===== config.mk =====
export PLATFORM = sky130hd
export DESIGN_NAME = imuldiv_int_mul_iter_param
export DESIGN_NICKNAME = d
export VERILOG_FILES = /design/src/rtl/imuldiv_mul_pkg.sv /design/src/rtl/imuldiv_int_mul_iter_param_ctrl.sv /design/src/rtl/imuldiv_int_mul_iter_param.sv
export SDC_FILE = /design/constraint.sdc
export NUM_CORES = 1
export LEC_CHECK = 0
export BUFFER_PORTS_ARGS = -buffer_cell sky130_fd_sc_hd__buf_2
export CORE_MARGIN = 2
export CORE_UTILIZATION = 35
export CTS_BUF_LIST = sky130_fd_sc_hd__clkbuf_8
export CTS_CLUSTER_DIAMETER = 30
export DETAILED_ROUTE_END_ITERATION = 6
export HOLD_SLACK_MARGIN = 0.15
export PLACE_DENSITY = 0.59
export SLEW_MARGIN = 20
export SYNTH_ARGS = -nofsm -noshare
export SYNTH_HDL_FRONTEND = slang
export SYNTH_HIERARCHICAL = 1
export SYNTH_SLANG_ARGS = --single-unit

===== constraint.sdc =====
create_clock -name clk -period 4.85 [get_ports clk]
set_input_delay 0.485 -clock clk [delete_from_list [all_inputs] [get_ports clk]]
set_output_delay 0.485 -clock clk [all_outputs]
set_load 0.01 [all_outputs]

===== src/rtl/imuldiv_mul_pkg.sv =====
// Shared definitions for the iterative multiplier: request modes, FSM state
// encoding and operand conditioning helpers.
package imuldiv_mul_pkg;

    localparam logic [1:0] MUL_MODE_UU = 2'b00;
    localparam logic [1:0] MUL_MODE_SS = 2'b01;
    localparam logic [1:0] MUL_MODE_SU = 2'b10;

    typedef enum logic [1:0] {
        IDLE = 2'b00,
        CALC = 2'b01,
        DONE = 2'b10
    } mul_state_t;

    function automatic logic mul_a_is_signed(input logic [1:0] mode);
        return (mode == MUL_MODE_SS) || (mode == MUL_MODE_SU);
    endfunction

    function automatic logic mul_b_is_signed(input logic [1:0] mode);
        return (mode == MUL_MODE_SS);
    endfunction

    // Returns {negative, magnitude}; caller keeps the low `width` bits of the
    // magnitude, so the most negative value maps to 2^(width-1).
    function automatic logic [64:0] mul_operand_cond(input logic [63:0] val,
                                                     input int unsigned width,
                                                     input logic is_signed);
        logic        neg;
        logic [63:0] mag;
        neg = is_signed && (((val >> (width - 1)) & 64'd1) != 64'd0);
        mag = neg ? (~val + 64'd1) : val;
        return {neg, mag};
    endfunction

endpackage


===== src/rtl/imuldiv_int_mul_iter_param_ctrl.sv =====
// Control FSM and iteration counter for the iterative multiplier.
// Honors IMULDIV_MUL_EARLY_TERM_EN to leave CALC once the multiplier is exhausted.
//
// state | meaning
// IDLE  | ready for a request, operands latched on handshake
// CALC  | one shift-add iteration per cycle
// DONE  | product valid, held until the response handshake
module imuldiv_int_mul_iter_param_ctrl
    import imuldiv_mul_pkg::*;
#(
    parameter int WIDTH = 32,
    parameter int CNT_W = $clog2(WIDTH) + 1
) (
    input  logic clk,
    input  logic reset,
    input  logic mulreq_val,
    output logic mulreq_rdy,
    output logic mulresp_val,
    input  logic mulresp_rdy,
    input  logic b_lsb,
    input  logic b_next_zero,
    output logic operand_ld,
    output logic shift_en,
    output logic add_en
);

    mul_state_t       state, state_next;
    logic [CNT_W-1:0] cnt;
    logic             last_iter;

`ifdef IMULDIV_MUL_EARLY_TERM_EN
    assign last_iter = (cnt == CNT_W'(WIDTH - 1)) || b_next_zero;
`else
    assign last_iter = (cnt == CNT_W'(WIDTH - 1));
    logic unused_b_next_zero;
    assign unused_b_next_zero = b_next_zero;
`endif

    always_ff @(posedge clk) begin
        if (reset) begin
            state <= IDLE;
            cnt   <= '0;
        end else begin
            state <= state_next;
            if (operand_ld)
                cnt <= '0;
            else if (shift_en)
                cnt <= cnt + CNT_W'(1);
        end
    end

    always_comb begin
        state_next  = state;
        mulreq_rdy  = 1'b0;
        mulresp_val = 1'b0;
        operand_ld  = 1'b0;
        shift_en    = 1'b0;
        add_en      = 1'b0;
        case (state)
            IDLE: begin
                mulreq_rdy = 1'b1;
                if (mulreq_val) begin
                    operand_ld = 1'b1;
                    state_next = CALC;
                end
            end
            CALC: begin
                shift_en = 1'b1;
                add_en   = b_lsb;
                if (last_iter)
                    state_next = DONE;
            end
            DONE: begin
                mulresp_val = 1'b1;
                if (mulresp_rdy)
                    state_next = IDLE;
            end
            default: state_next = IDLE;
        endcase
    end

endmodule


===== src/rtl/imuldiv_int_mul_iter_param.sv =====
// Parametrised iterative shift-add multiplier (UU/SS/SU modes, 2*WIDTH product).
// Optional early termination via IMULDIV_MUL_EARLY_TERM_EN.
module imuldiv_int_mul_iter_param
    import imuldiv_mul_pkg::*;
#(
    parameter int WIDTH = 32
) (
    input  logic               clk,
    input  logic               reset,
    input  logic [WIDTH-1:0]   mulreq_msg_a,
    input  logic [WIDTH-1:0]   mulreq_msg_b,
    input  logic [1:0]         mulreq_msg_mode,
    input  logic               mulreq_val,
    output logic               mulreq_rdy,
    output logic [2*WIDTH-1:0] mulresp_msg_result,
    output logic               mulresp_val,
    input  logic               mulresp_rdy
);

    localparam int CNT_W = $clog2(WIDTH) + 1;

    logic [2*WIDTH-1:0] a_reg, acc;
    logic [WIDTH-1:0]   b_reg, b_shift;
    logic               sign_reg;
    logic [64:0]        a_cond, b_cond;
    logic               operand_ld, shift_en, add_en;

    assign a_cond  = mul_operand_cond(64'(mulreq_msg_a), WIDTH, mul_a_is_signed(mulreq_msg_mode));
    assign b_cond  = mul_operand_cond(64'(mulreq_msg_b), WIDTH, mul_b_is_signed(mulreq_msg_mode));
    assign b_shift = b_reg >> 1;

    always_ff @(posedge clk) begin
        if (reset) begin
            a_reg    <= '0;
            b_reg    <= '0;
            acc      <= '0;
            sign_reg <= 1'b0;
        end else if (operand_ld) begin
            a_reg    <= {{WIDTH{1'b0}}, a_cond[WIDTH-1:0]};
            b_reg    <= b_cond[WIDTH-1:0];
            acc      <= '0;
            sign_reg <= a_cond[64] ^ b_cond[64];
        end else if (shift_en) begin
            if (add_en)
                acc <= acc + a_reg;
            a_reg <= a_reg << 1;
            b_reg <= b_shift;
        end
    end

    assign mulresp_msg_result = sign_reg ? (~acc + {{(2*WIDTH-1){1'b0}}, 1'b1}) : acc;

    logic [63-WIDTH:0] unused_cond;
    assign unused_cond = {a_cond[63:WIDTH] ^ b_cond[63:WIDTH]};

    imuldiv_int_mul_iter_param_ctrl #(
        .WIDTH (WIDTH),
        .CNT_W (CNT_W)
    ) u_ctrl (
        .clk         (clk),
        .reset       (reset),
        .mulreq_val  (mulreq_val),
        .mulreq_rdy  (mulreq_rdy),
        .mulresp_val (mulresp_val),
        .mulresp_rdy (mulresp_rdy),
        .b_lsb       (b_reg[0]),
        .b_next_zero (b_shift == '0),
        .operand_ld  (operand_ld),
        .shift_en    (shift_en),
        .add_en      (add_en)
    );

endmodule


-- Word-level counts from Yosys, hierarchy flattened
Cells that the tools add are included.
- memory bits (writable): 0
- bits in read-only memories: 0
- latch bits: 0
- input port bits: 70
- flip-flop bits (word level): 169
- memories kept: 0
- order comparisons: 0
- eq/ne operators: 8
- multiply operators: 0
- div/mod/pow operators: 0
- shift operators: 0
- bitwise logic cells: 4
- $add $sub $neg: 5
- mux-type cells: 17
- reduce and logical (&&, ||, !) cells: 8
- operator list (cell ; count):
    $mux W32 ; 6
    $add A32 B1 Y32 const B ; 2
    $add A64 B1 Y64 const B ; 1
    $add A64 B64 Y64 ; 1
    $mux W64 ; 1
    $not A32 Y32 ; 2
    $not A64 Y64 ; 1
    $add A6 B1 Y6 const B ; 1
    $eq A6 B5 Y1 const B ; 1
    $mux W1 ; 6
    $mux W2 ; 3
    $pmux W2 S3 ; 1
    $eq A2 B1 Y1 const B ; 2
    $eq A2 B2 Y1 const B ; 2
    $ne A2 B2 Y1 const B ; 2
    $reduce_and A3 Y1 ; 1
    $logic_and A1 B1 Y1 ; 2
    $logic_not A2 Y1 ; 1
    $ne A2 B1 Y1 const B ; 1
    $reduce_and A2 Y1 ; 1
    $reduce_bool A2 Y1 ; 1
    $reduce_or A2 Y1 ; 1
    $logic_or A1 B1 Y1 ; 1
    $xor A1 B1 Y1 ; 1

-- Depth between registers and ports, before layout
- depth after elaboration: 5
- mapped depth: 12

-- Cells and area by module
The synthesis kept the hierarchy.
- modules (own cells, without submodules) (module ; instances ; cells an instance ; area each (um^2) ; seq. area each (um^2)):
    imuldiv_int_mul_iter_param ; 1 ; 1595 ; 12350.6 ; 3223.1
    imuldiv_int_mul_iter_param_ctrl ; 1 ; 45 ; 379.1 ; 160.2

-- Worst setup path after synthesis
OpenSTA, ideal clock, no wires.
- kind: reg-to-output
- start point: reg acc[26]
- end point: out mulresp_msg_result[63]
- data arrival time: 3.931 ns
- cell stages (with the launch flop): 12
- path slack: 0.434 ns
- path buffers: 1
- cells stage by stage: dfxtp_1 -> or4_4 -> or4_1 -> or2_1 -> or4_1 -> or2_1 -> or3_4 -> or4_1 -> or4_1 -> buf_2 -> o41ai_4 -> xnor2_1
- cells in the longest elaborated chain, start to end: 3
- RTL lines (item ; RTL line ; RTL):
    start: declaration ; imuldiv_int_mul_iter_param.sv:22 ; logic [2*WIDTH-1:0] a_reg, acc;
    start signal: assignment ; imuldiv_int_mul_iter_param.sv:45 ; acc <= acc + a_reg;
    $not A64 Y64 ; imuldiv_int_mul_iter_param.sv:51 ; assign mulresp_msg_result = sign_reg ? (~acc + {{(2*WIDTH-1){1'b0}}, 1'b1}) : acc;
    $add A64 B1 Y64 ; imuldiv_int_mul_iter_param.sv:51 ;
    $mux W64 ; imuldiv_int_mul_iter_param.sv:51 ;
    end: declaration ; imuldiv_int_mul_iter_param.sv:15 ; output logic [2*WIDTH-1:0] mulresp_msg_result,
No other way between the ends.

-- Final worst setup path
Ends and elaborated chain as after synthesis.

==> reports/qor.yml <==
portBuffers: 135
syn_inst: 1629
syn_area_sq_mm: 0.01266
dpl.hpwl_mm: 27.27
fp.dieArea_sq_mm: 0.03772
holdCritPathClass: "input pin to flop"
ctsRootBufferMaster: "clkbuf_8"
drive_gt1_share_pct: 12.91
grt_max_degree: 99
core_area_sq_mm: 0.03557
setup_tns_ns: -2.345
peakVddDrop_mv: 0.1549
max_cap_violations: 0
fin_nets: 1846
wl_mm: 36.24
violations: "setup timing"
p_leak_nw: 5.802
drt_iter0_drc: 740
clk_pin_slew_ns: 0.10
worst-path-max-fanout: 8
clock_latency_ns: 0.50
layout_setup_ws_ns: -0.2385
die_h_um: 194.2
drc: 0
cp-end-kind: "output pin"
finalCritPeriodShare_pct: 104.9
grt-ovfl-total: 0
syn-mean-instance-area_sq_um: 7.774
antenna_found_initial: 3
rsz0062_at_grt: "yes"
postCtsHoldBufs: 0
num_vias: 11990
grt_pass1_wl_mm: 58.47
start_util_pct: 35.61
wl_per_cell_um: 16.61
max_slew_margin_pct: 26.88
clock.fmax_mhz: 196.5
fin_crit_ns: 5.089
numCtsBuffers: 17
outcome: "finished, violations left"
syn_nets: 1768
clk_path_buf_depth: 2
holdWs_ns: 0.2743
critical_path_class: "flop to output pin"
htreeDepth: 4
critPathLaunchType: "flop"
critPathArrivalTime_ns: 4.60
ant_nets: 0
diodes: 0
drv_slew: 0
rows: 69
syn_to_final_growth_pct: 12.46
dpl_cell_area_sq_mm: 0.01369
setup_violations: 15
io_pins: 136
final_area_sq_mm: 0.01424
yosysWarnings: 6
fin_skew_ns: 0.01204
p_per_area_mw_per_mm2: 225.0
required_ns: 4.37
clkSinkCount: 169
dp_slack_ns: -0.05747
grt_pass1_vias: 11090
gp_congestion: 0.8816
worst_slew_pin_slew_ns: 1.096
firstDrtPassIters: 5
grt_usage_pct: 18.91
die_w_um: 194.2
cts_tree: "yes"
viasPerCell: 5.497
finalHoldViolations: 0
==> layout by cell type, fill, tap and decap left out, drive strengths merged, types with 23 or more instances in the layout <==
master	instances
dfxtp	169
o31ai	32
ha	68
or3	33
xor2	42
inv	39
buf	161
a21o	31
o21ai	94
a21oi	152
a211oi	119
nor2	112
xnor2	125
nor3	23
nand2	169
mux2i	44
nor2b	60
==> area by class of cell <==
cell class,instances,area [sq um]
Clock inverter,14,212.7
Timing Repair Buffer,161,870.8
Multi-Input combinational cell,1323,8815
Fill cell,3688,21330
Clock buffer,18,247.7
Sequential cell,169,3386
Inverter,35,133.9
Tap cell,461,576.8
==> worst paths after layout <==
path                                                  from                            to  slack, ns  cells after the start
worst max-delay path                  acc[26]$_SDFFE_PP0P_        mulresp_msg_result[63]      -0.24                     11
worst min-delay path                           mulresp_rdy  u_ctrl/state[1]$_SDFFE_PP0P_       0.27                      4
worst max register to register         acc[0]$_SDFFE_PP0P_          acc[58]$_SDFFE_PP0P_       1.06                     12
worst min register to register  u_ctrl/cnt[1]$_SDFFE_PP0N_    u_ctrl/cnt[1]$_SDFFE_PP0N_       0.50                      2
==> stage by stage <==
step,power (mW),instances,util [%]
finish,3.204,2181,40.04
global route,3.354,2181,40.04
CTS,3.236,2179,39.91
detailed placement,2.038,2144,38.49
global placement,2.034,2144,38.49
floorplan,1.876,1629,-
==> metal layers <==
metal  global-route usage (%)  wire [um]  vias to the layer above
li1                         -          -                     6104
met4                    4.630        494                        6
met5                        0         33                        -
met1                    26.64      18030                     5569
met3                    4.609       2192                       39
met2                    28.87      15480                      271
==> power by group <==
group / total (mW) / switching, mW / internal (mW)
logic: 0.536 / 0.319 / 0.217
registers: 1.48 / 0.0455 / 1.44
clock network: 1.18 / 0.596 / 0.587
total: 3.20 / 0.961 / 2.24
==> critical path, cell delays in order (launching register included) <==
cell and delay [ns]:
dfxtp_2 0.33, or4_4 0.55, or4_4 0.43, or2_4 0.25, or4_4 0.45, or2_4 0.28
or3_4 0.33, or4_4 0.42, or4_4 0.53, o41ai_4 0.24, xnor2_1 0.15, buf_2 0.14
==> repair_timing <==
action | CTS | global route
resized for setup | 8 | 5
buffers inserted | 3 | 2
pin swaps | 1 | 7
endpoints found under the setup margin | 15 | 15
cloned | 0 | 0
endpoints found under the hold margin | 0 | 0
No activity file was read; power rests on OpenSTA's default activity.
